==> config.mk <==
export PLATFORM = sky130hd
export DESIGN_NAME = uart_tx_mmio
export DESIGN_NICKNAME = d
export VERILOG_FILES = /design/src/rtl/uart_tx_pkg.sv /design/src/rtl/uart_tx_mmio_baud_counter.sv /design/src/rtl/uart_tx_mmio.sv
export SDC_FILE = /design/constraint.sdc
export NUM_CORES = 1
export LEC_CHECK = 0
export BUFFER_PORTS_ARGS = -buffer_cell sky130_fd_sc_hd__buf_4
export CORE_MARGIN = 8
export CORE_UTILIZATION = 44
export CTS_CLUSTER_SIZE = 8
export DETAILED_ROUTE_END_ITERATION = 12
export PLACE_DENSITY = 0.86
export SYNTH_ARGS = -nofsm -noshare
export SYNTH_HDL_FRONTEND = slang
export SYNTH_HIERARCHICAL = 1
export SYNTH_SLANG_ARGS = --single-unit
==> constraint.sdc <==
create_clock -name clk -period 3.4 [get_ports clk]
set_clock_uncertainty 0.15 [all_clocks]
set_input_delay 0.34 -clock clk [delete_from_list [all_inputs] [get_ports clk]]
set_output_delay 0.34 -clock clk [all_outputs]
set_load 0.005 [all_outputs]
==> src/rtl/uart_tx_pkg.sv <==
// uart_tx_pkg: shared encodings for the memory-mapped UART transmitter.
// Holds the FSM state type, register offsets, STATUS bit positions and counter width.
package uart_tx_pkg;

  typedef enum logic [1:0] {
    IDLE  = 2'd0,
    START = 2'd1,
    DATA  = 2'd2,
    STOP  = 2'd3
  } tx_state_e;

  localparam int unsigned TXDATA_OFS    = 32'd0;
  localparam int unsigned STATUS_OFS    = 32'd4;

  localparam int unsigned STAT_BUSY_BIT = 32'd0;
  localparam int unsigned STAT_DONE_BIT = 32'd1;
  localparam int unsigned STAT_OVR_BIT  = 32'd2;

  localparam int unsigned CNT_W         = 32'd16;

endpackage

==> src/rtl/uart_tx_mmio_baud_counter.sv <==
// baud_counter: loadable down-counter that measures one serial bit period.
// o_tick marks the last cycle of a period while counting is enabled.
module baud_counter
  import uart_tx_pkg::*;
#(
  parameter int unsigned W = CNT_W
) (
  input  logic         i_clk,
  input  logic         i_rst,
  input  logic         i_load,
  input  logic         i_en,
  input  logic [W-1:0] i_load_val,
  output logic         o_tick
);

  logic [W-1:0] r_count;

  // Load has priority; the count parks at zero once a period has expired.
  always_ff @(posedge i_clk or posedge i_rst) begin
    if (i_rst) begin
      r_count <= {W{1'b0}};
    end else if (i_load) begin
      r_count <= i_load_val;
    end else if (i_en && (r_count != {W{1'b0}})) begin
      r_count <= r_count - {{(W-1){1'b0}}, 1'b1};
    end else begin
      r_count <= r_count;
    end
  end

  assign o_tick = i_en && (r_count == {W{1'b0}});

endmodule

==> src/rtl/uart_tx_mmio.sv <==
// uart_tx_mmio: memory-mapped 8N1 UART transmitter with TXDATA and STATUS registers.
// A TXDATA store from IDLE starts a frame on the same edge; stores while busy flag overrun.
module uart_tx_mmio
  import uart_tx_pkg::*;
#(
  parameter int unsigned           DATA_WIDTH = 32,
  parameter logic [DATA_WIDTH-1:0] BASE_ADDR  = 32'h1001_0030,
  parameter int unsigned           BAUD_DIV   = 16
) (
  input  logic                  clk,
  input  logic                  reset,
  input  logic [DATA_WIDTH-1:0] Address_i,
  input  logic [DATA_WIDTH-1:0] WriteData_i,
  input  logic                  MemWrite_i,
  output logic [DATA_WIDTH-1:0] ReadData_o,
  output logic                  tx_o,
  output logic                  busy_o
);

  localparam logic [DATA_WIDTH-1:0] TX_ADDR     = BASE_ADDR + DATA_WIDTH'(TXDATA_OFS);
  localparam logic [DATA_WIDTH-1:0] ST_ADDR     = BASE_ADDR + DATA_WIDTH'(STATUS_OFS);
  localparam logic [CNT_W-1:0]      BAUD_RELOAD = CNT_W'(BAUD_DIV - 32'd1);

  tx_state_e  r_state;
  tx_state_e  w_state_nxt;
  logic [7:0] r_tx_byte;
  logic [7:0] w_byte_nxt;
  logic [2:0] r_bit_idx;
  logic [2:0] w_idx_nxt;
  logic       r_done;
  logic       w_done_nxt;
  logic       r_overrun;
  logic       w_ovr_nxt;
  logic       r_tx;
  logic       w_tx_nxt;
  logic       r_busy;

  logic       w_sel_tx;
  logic       w_sel_st;
  logic       w_wr_tx;
  logic       w_wr_st;
  logic       w_tick;
  logic       w_load;
  logic       w_cnt_en;
  logic       w_done_set;
  logic       w_ovr_set;
  logic       w_unused_bits;

  // Only the word address is decoded; byte offset and upper store data are don't-care.
  assign w_sel_tx      = (Address_i[DATA_WIDTH-1:2] == TX_ADDR[DATA_WIDTH-1:2]);
  assign w_sel_st      = (Address_i[DATA_WIDTH-1:2] == ST_ADDR[DATA_WIDTH-1:2]);
  assign w_wr_tx       = MemWrite_i && w_sel_tx;
  assign w_wr_st       = MemWrite_i && w_sel_st;
  assign w_cnt_en      = (r_state != IDLE);
  assign w_unused_bits = ^{Address_i[1:0], WriteData_i[DATA_WIDTH-1:8]};

  baud_counter #(
    .W (CNT_W)
  ) u_baud (
    .i_clk      (clk),
    .i_rst      (reset),
    .i_load     (w_load),
    .i_en       (w_cnt_en),
    .i_load_val (BAUD_RELOAD),
    .o_tick     (w_tick)
  );

  // Frame sequencing: next state, byte latch, bit index and counter reload.
  always_comb begin
    w_state_nxt = r_state;
    w_byte_nxt  = r_tx_byte;
    w_idx_nxt   = r_bit_idx;
    w_load      = 1'b0;
    case (r_state)
      IDLE: begin
        if (w_wr_tx) begin
          w_state_nxt = START;
          w_byte_nxt  = WriteData_i[7:0];
          w_idx_nxt   = 3'd0;
          w_load      = 1'b1;
        end else begin
          w_state_nxt = IDLE;
        end
      end
      START: begin
        if (w_tick) begin
          w_state_nxt = DATA;
          w_idx_nxt   = 3'd0;
          w_load      = 1'b1;
        end else begin
          w_state_nxt = START;
        end
      end
      DATA: begin
        if (w_tick && (r_bit_idx == 3'd7)) begin
          w_state_nxt = STOP;
          w_idx_nxt   = 3'd0;
          w_load      = 1'b1;
        end else if (w_tick) begin
          w_idx_nxt   = r_bit_idx + 3'd1;
          w_load      = 1'b1;
        end else begin
          w_state_nxt = DATA;
        end
      end
      STOP: begin
        if (w_tick) begin
          w_state_nxt = IDLE;
        end else begin
          w_state_nxt = STOP;
        end
      end
      default: begin
        w_state_nxt = IDLE;
        w_idx_nxt   = 3'd0;
      end
    endcase
  end

  // Line level is computed from the next state so tx_o is a clean register output.
  always_comb begin
    w_tx_nxt = 1'b1;
    case (w_state_nxt)
      IDLE:    w_tx_nxt = 1'b1;
      START:   w_tx_nxt = 1'b0;
      DATA:    w_tx_nxt = w_byte_nxt[w_idx_nxt];
      STOP:    w_tx_nxt = 1'b1;
      default: w_tx_nxt = 1'b1;
    endcase
  end

  // Sticky flags: a set on the same edge as a software clear takes precedence.
  always_comb begin
    w_done_set = (r_state == STOP) && w_tick;
    w_ovr_set  = w_wr_tx && (r_state != IDLE);
    if (w_done_set) begin
      w_done_nxt = 1'b1;
    end else if (w_wr_st && WriteData_i[STAT_DONE_BIT]) begin
      w_done_nxt = 1'b0;
    end else begin
      w_done_nxt = r_done;
    end
    if (w_ovr_set) begin
      w_ovr_nxt = 1'b1;
    end else if (w_wr_st && WriteData_i[STAT_OVR_BIT]) begin
      w_ovr_nxt = 1'b0;
    end else begin
      w_ovr_nxt = r_overrun;
    end
  end

  // State and output registers.
  always_ff @(posedge clk or posedge reset) begin
    if (reset) begin
      r_state   <= IDLE;
      r_tx_byte <= 8'h00;
      r_bit_idx <= 3'd0;
      r_done    <= 1'b0;
      r_overrun <= 1'b0;
      r_tx      <= 1'b1;
      r_busy    <= 1'b0;
    end else begin
      r_state   <= w_state_nxt;
      r_tx_byte <= w_byte_nxt;
      r_bit_idx <= w_idx_nxt;
      r_done    <= w_done_nxt;
      r_overrun <= w_ovr_nxt;
      r_tx      <= w_tx_nxt;
      r_busy    <= (w_state_nxt != IDLE);
    end
  end

  // Combinational register read port.
  always_comb begin
    ReadData_o = {DATA_WIDTH{1'b0}};
    if (w_sel_tx) begin
      ReadData_o[7:0] = r_tx_byte;
    end else if (w_sel_st) begin
      ReadData_o[STAT_BUSY_BIT] = r_busy;
      ReadData_o[STAT_DONE_BIT] = r_done;
      ReadData_o[STAT_OVR_BIT]  = r_overrun;
    end else begin
      ReadData_o = {DATA_WIDTH{1'b0}};
    end
  end

  assign tx_o   = r_tx;
  assign busy_o = r_busy;

endmodule

# Word-level counts from Yosys, hierarchy flattened
# Cells that the tools add are included.
dict set report classes {
  n_eq_ne 9
  reduce_logical 19
  magnitude_cmp 1
  n_addsub 2
  mux 28
}
# operator count
set ops {}
lappend ops {{$eq A30 B27 Y1 const B} 2}
lappend ops {{$mux W16} 2}
lappend ops {{$mux W8} 3}
lappend ops {{$logic_not A16 Y1} 1}
lappend ops {{$reduce_bool A16 Y1} 1}
lappend ops {{$sub A16 B1 Y16 const B} 1}
lappend ops {{$mux W3} 5}
lappend ops {{$reduce_bool A2 Y1} 5}
lappend ops {{$logic_and A1 B1 Y1} 9}
lappend ops {{$mux W1} 9}
lappend ops {{$pmux W3 S3} 1}
lappend ops {{$eq A2 B2 Y1 const B} 4}
lappend ops {{$mux W2} 4}
lappend ops {{$pmux W2 S4} 1}
lappend ops {{$pmux W1 S3} 2}
lappend ops {{$eq A2 B1 Y1 const B} 2}
lappend ops {{$logic_not A2 Y1} 2}
lappend ops {{$lt A3 B4 Y1 const B} 1}
lappend ops {{$add A3 B1 Y3 const B} 1}
lappend ops {{$bmux W1 S3} 1}
lappend ops {{$eq A3 B3 Y1 const B} 1}
lappend ops {{$reduce_or A2 Y1} 1}
dict set report word_totals {
  reg_bits 33
}

# Logic depth before layout (Yosys ltp)
dict set report logic_depth {
  depth_word 8
  mapped_depth 14
  ltp_nobuf 14
}

# Cells and area by module
# Netlist, hierarchy kept.
# mod n_inst cells_per_inst area_each_um2
set modules_own_cells {}
lappend modules_own_cells {uart_tx_mmio 1 147 1407.6}
lappend modules_own_cells {baud_counter 1 122 1063.5}

# Worst setup path after synthesis
# OpenSTA, ideal clock, no wires.
dict set report synth_timing {
  path_kind {flip-flop to flip-flop}
  start {register u_baud.r_count[2]}
  end {register r_tx, in the netlist tx_o}
  n_path_buf 1
  t_arrival_ns 3.283
  path_stages_with_launch 13
  setup_time_ns 0.069
  setup_slack_ns -0.102
  path_cell_list {dfrtp_1 > buf_6 > nor4_1 > nand4_1 > nor2_1 > inv_1 > ha_1 > a211o_1 > a31o_2 > a21bo_2 > a31o_1 > o32a_1 > o21ai_2}
}
dict set report synth_between {
  elab_chain_len 8
  word_cells_on_any_way 20
  classes_between {eq/ne (3); mux (12); reduce/logical (5)}
}
# item line_no
set synth_lines {}
lappend synth_lines {{start: declaration} uart_tx_mmio_baud_counter.sv:16} ;# logic [W-1:0] r_count;
lappend synth_lines {{start signal: assignment} uart_tx_mmio_baud_counter.sv:21} ;# r_count <= {W{1'b0}};
lappend synth_lines {{start signal: assignment} uart_tx_mmio_baud_counter.sv:23} ;# r_count <= i_load_val;
lappend synth_lines {{start signal: assignment} uart_tx_mmio_baud_counter.sv:25} ;# r_count <= r_count - {{(W-1){1'b0}}, 1'b1};
lappend synth_lines {{$logic_not A16 Y1 *} uart_tx_mmio_baud_counter.sv:31} ;# assign o_tick = i_en && (r_count == {W{1'b0}});
lappend synth_lines {{$logic_and A1 B1 Y1 *} uart_tx_mmio_baud_counter.sv:31}
lappend synth_lines {{via w_tick} uart_tx_mmio.sv:42} ;# logic w_tick;
lappend synth_lines {{$mux W3 (tied with other cells)} uart_tx_mmio.sv:99} ;# end else if (w_tick) begin
lappend synth_lines {{$mux W3 or $mux W2 (tied branches)} uart_tx_mmio.sv:95} ;# if (w_tick && (r_bit_idx == 3'd7)) begin
lappend synth_lines {{$pmux W3 S3 or $pmux W2 S4 (tied branches)} uart_tx_mmio.sv:74} ;# case (r_state)
lappend synth_lines {{$bmux W1 S3 (tied with other cells)} uart_tx_mmio.sv:126} ;# DATA: w_tx_nxt = w_byte_nxt[w_idx_nxt];
lappend synth_lines {{$mux W1 (not written as such) or $reduce_or A2 Y1 (tied branches)} n/a}
lappend synth_lines {{$pmux W1 S3 *} uart_tx_mmio.sv:123} ;# case (w_state_nxt)
lappend synth_lines {{via w_tx_nxt} uart_tx_mmio.sv:35} ;# logic w_tx_nxt;
lappend synth_lines {{end signal: assignment} uart_tx_mmio.sv:168} ;# r_tx <= w_tx_nxt;
lappend synth_lines {{end: declaration} uart_tx_mmio.sv:34} ;# logic r_tx;
# The timed path passes the listed nets; every way through them passes the cells marked *. The select of a mux whose other input is x is not followed.
# A chain may end at the register's enable or synchronous reset.

# Worst setup path after layout
dict set report layout_timing {
  start {register u_baud.r_count[0]}
  end {register r_tx, in the netlist tx_o}
}
# The elaborated chain is that of the path after synthesis.

==> impl_results.md <==
* Unrepaired setup endpoints after global routing: no
* I/O pin cnt at 101
* Chip height at 90.94 um
* Final setup viols at 0
* Max-cap violations at 0
* H-tree depth at 2
* Critical path type: reg2reg
* Maximum vdd drop at 0.3721 mV
* Hold slack at -0.003677 ns
* WL/cell at 15.14 um
* First-pass GRT wire length at 10.43 mm
* WL final at 6.270 mm
* Non-filler cells, final at 414
* Setup WS post-layout at 0.2044 ns
* Arrival @ worst endpoint at 3.26 ns
* Largest net degree at the start of global routing at 25
* Cells after Synth at 269
* Reg area at 827.0 sq um
* Slew @ Worst Pin at 0.6827 ns
* Area growth syn-to-layout at 23.70%
* Row cnt at 27
* Leakage at 1.337 nW
* Clk_lat worst skew at 0.29 ns
* Sink Count at 33
* Finished Core Util at 0.5585
* CP required at 3.47 ns
* EDFF count, synth at 0
* Share of cells above drive strength 1 at 0.2778
* Post-DRT Antenna Nets at 0
* Total grt overflow at 0
* Multi-input logic area at 0.001516 sq mm
* Via count at 2220
* Min cycle time layout at 3.196 ns
* Avg Cell Area, Syn at 9.186 sq um
* DRC Markers at 0
* Die X at 90.94 um
* Final hold violation count at 12
* Compound-gate portion of the synthesized area at 0.1666
* Pins Over Slew Limit at 0
* Asr flop ratio synth at 1.000
* Nets at 415
* Initial Utilization at 0.4515
* DRT iter0 DRCs at 163
* Crit-path max FO at 6
* Post-DP HPWL at 4.777 mm
* Power per Cell Area at 278.8 mW/mm^2
* DIE AREA at 0.008270 sq mm
* Placer Congestion at 0.8430
* CTS root buf: clkbuf_8
* Fill count at 471
* TritonCTS clock tree: built
* CTS max path bufs at 2
* Post-synthesis xor/xnor area fraction at 0.01063
* Mux share of post-synthesis cell area at 0.07747
* Period utilization at 0.9399
* Ys Warns at 6
* Crit end category: flop
* Synthesized area at 0.002471 sq mm
* Largest family of logic cells by synthesized area: simple AND/OR/NAND/NOR gates
* Most used DFF post-synth: dfrtp_1
* Sum of negative setup slack at 0 ns
* Fmax at 0.3129 GHz
* Worst min-delay path class: in2async
* Synth Register Bits at 33
* Status: finished with violations
* Cts bufs inserted at 5
* Initial antenna violation count at 0
* GRT Total Usage at 0.1512
* Pre-CTS WS at 0.1957 ns
* CTS clk-pin slew, worst paths at 0.07 ns
* Via density per instance at 5.362
* TritonRoute pass-1 iters at 4
* Core area at 0.005473 sq mm
* Slew headroom at 0.5444
* Post-Synth Adder-Cell Area at 0.03544
* Startpoint types: flop
* Design Power at 852.2 uW
* Violated checks: hold timing
* Simple-Gate Fraction of Synth Area at 0.2567
* Count of input and output buffers at 50
* Post-placement cell count at 405
* # diodes at 0
* Post-synthesis sequential area ratio at 0.3347
* Vias in the first global route at 2245
* Post-synthesis cell type count at 68
-- what timing repair did --
item / CTS / global route
hold buffers: 0 / 0
buffers inserted: 0 / 1
setup endpoints to repair: 0 / 1
gates resized for setup: 0 / 1
endpoints found under the hold margin: 0 / 0
-- routing by layer --
layer,wire length [um],part of all wire,GRT usage,vias up
met5,0,0,0,-
met4,142,0.023,0.06548,0
met3,371,0.059,0.04444,13
met2,3325,0.53,0.2624,72
met1,2430,0.39,0.1682,1051
li1,-,-,-,1084
-- placed cells by master, fill, tap and decap left out, drive strengths merged, types with 8 or more instances in the layout --
cell and instances:
dfrtp 32, nor2 15, conb 40, mux2 9
nor4 9, o21ai 17, nand2 23, inv 12
mux2i 9, buf 61, a31oi 8
-- cells by family after synthesis --
family	Yosys count
xor gates and xnor gates	3
other	2
and+or+nand+nor	102
buffers and inverters	46
DFF	33
muxes	18
AOI/OAI and AO/OA	58
adders and majority gates	7
-- sequential cells by signal, summed over array words and instances, names as in the netlist --
| name | flops |
|---|---|
| u_baud/r_count | 16 |
| r_bit_idx | 3 |
| r_overrun | 1 |
| tx_o | 1 |
| r_tx_byte | 8 |
| r_done | 1 |
| busy_o | 1 |
| r_state | 2 |
-- cell type report --
class / count / share of cell area
multi-input cells: 228 / 0.4961
flip-flops and latches: 33 / 0.2706
repair buffers: 61 / 0.1498
well taps: 72 / 0.02947
clock buffers: 6 / 0.02702
inverters: 12 / 0.01474
clock inverters: 2 / 0.01228
-- cells in the mapped netlist (2+ instances only) --
library cell	count	area share
a21oi_1	4	0.0081
a2bb2oi_1	2	0.0071
a31oi_1	8	0.020
a32oi_1	2	0.0071
a41oi_1	2	0.0071
and2_1	7	0.018
buf_2	3	0.0061
buf_4	24	0.073
buf_6	2	0.0091
clkbuf_1	4	0.0061
conb_1	2	0.0030
dfrtp_1	32	0.32
ha_1	7	0.035
inv_1	12	0.018
mux2_1	4	0.018
mux2_2	5	0.023
mux2i_1	9	0.036
nand2_1	23	0.035
nand2b_1	2	0.0051
nand3_1	6	0.012
nand3b_1	2	0.0061
nand4_1	6	0.015
nor2_1	15	0.023
nor3_1	6	0.012
nor3b_1	3	0.0091
nor4_1	6	0.015
nor4_4	2	0.017
nor4b_1	2	0.0071
o211ai_1	2	0.0061
o21ai_0	14	0.028
o21ai_2	2	0.0071
o311ai_0	2	0.0071
o31ai_1	4	0.012
o41ai_1	2	0.0071
or2_1	2	0.0051
or3_1	2	0.0051
or3_2	2	0.0061
or4_1	3	0.0091
or4_4	2	0.0091
xnor2_1	2	0.0071
-- per-stage QoR --
stage / instance area (sq um) / hold slack, ns
5_1_grt: 3057 / 0.05448
6_report: 3057 / -0.003677
3_3_place_gp: 2927 / 0.3161
3_5_place_dp: 2927 / 0.3204
2_1_floorplan: 2626 / 0.1037
4_1_cts: 3047 / 0.01089
-- report_power, final --
group / switching [mW] / internal, mW
Clock: 0.155 / 0.238
Sequential: 0.00000741 / 0.392
Combinational: 0.0321 / 0.0348
-- worst max-delay path, stage by stage (launching register included) --
cell,delay [ns]
dfrtp_1,0.42
inv_1,0.08
ha_1,0.25
and2_1,0.20
nand4_1,0.20
nor2_2,0.16
inv_1,0.08
ha_1,0.27
a211o_1,0.30
a32oi_1,0.24
mux2i_1,0.24
o21ai_2,0.07
o32ai_1,0.19
o32a_1,0.24
o21ai_2,0.05
-- path summary, 6_finish.rpt --
kind / from / end / slack, ns / cells past startpoint
setup / recovery: u_baud/r_count[0]$_DFFE_PP0P_ / tx_o$_DFF_PP1_ / 0.20 / 14
hold / removal: reset / r_tx_byte[2]$_DFF_PP0_ / -0.004 / 2
setup reg to reg: u_baud/r_count[0]$_DFFE_PP0P_ / tx_o$_DFF_PP1_ / 0.20 / 14
hold reg to reg: r_done$_DFFE_PP0P_ / r_done$_DFFE_PP0P_ / 0.37 / 1
max in group asynchronous: reset / u_baud/r_count[12]$_DFFE_PP0P_ / 2.65 / 2
min in group clk: WriteData_i[5] / r_tx_byte[5]$_DFF_PP0_ / 0.12 / 2
Power figures use the tool's default switching activity.
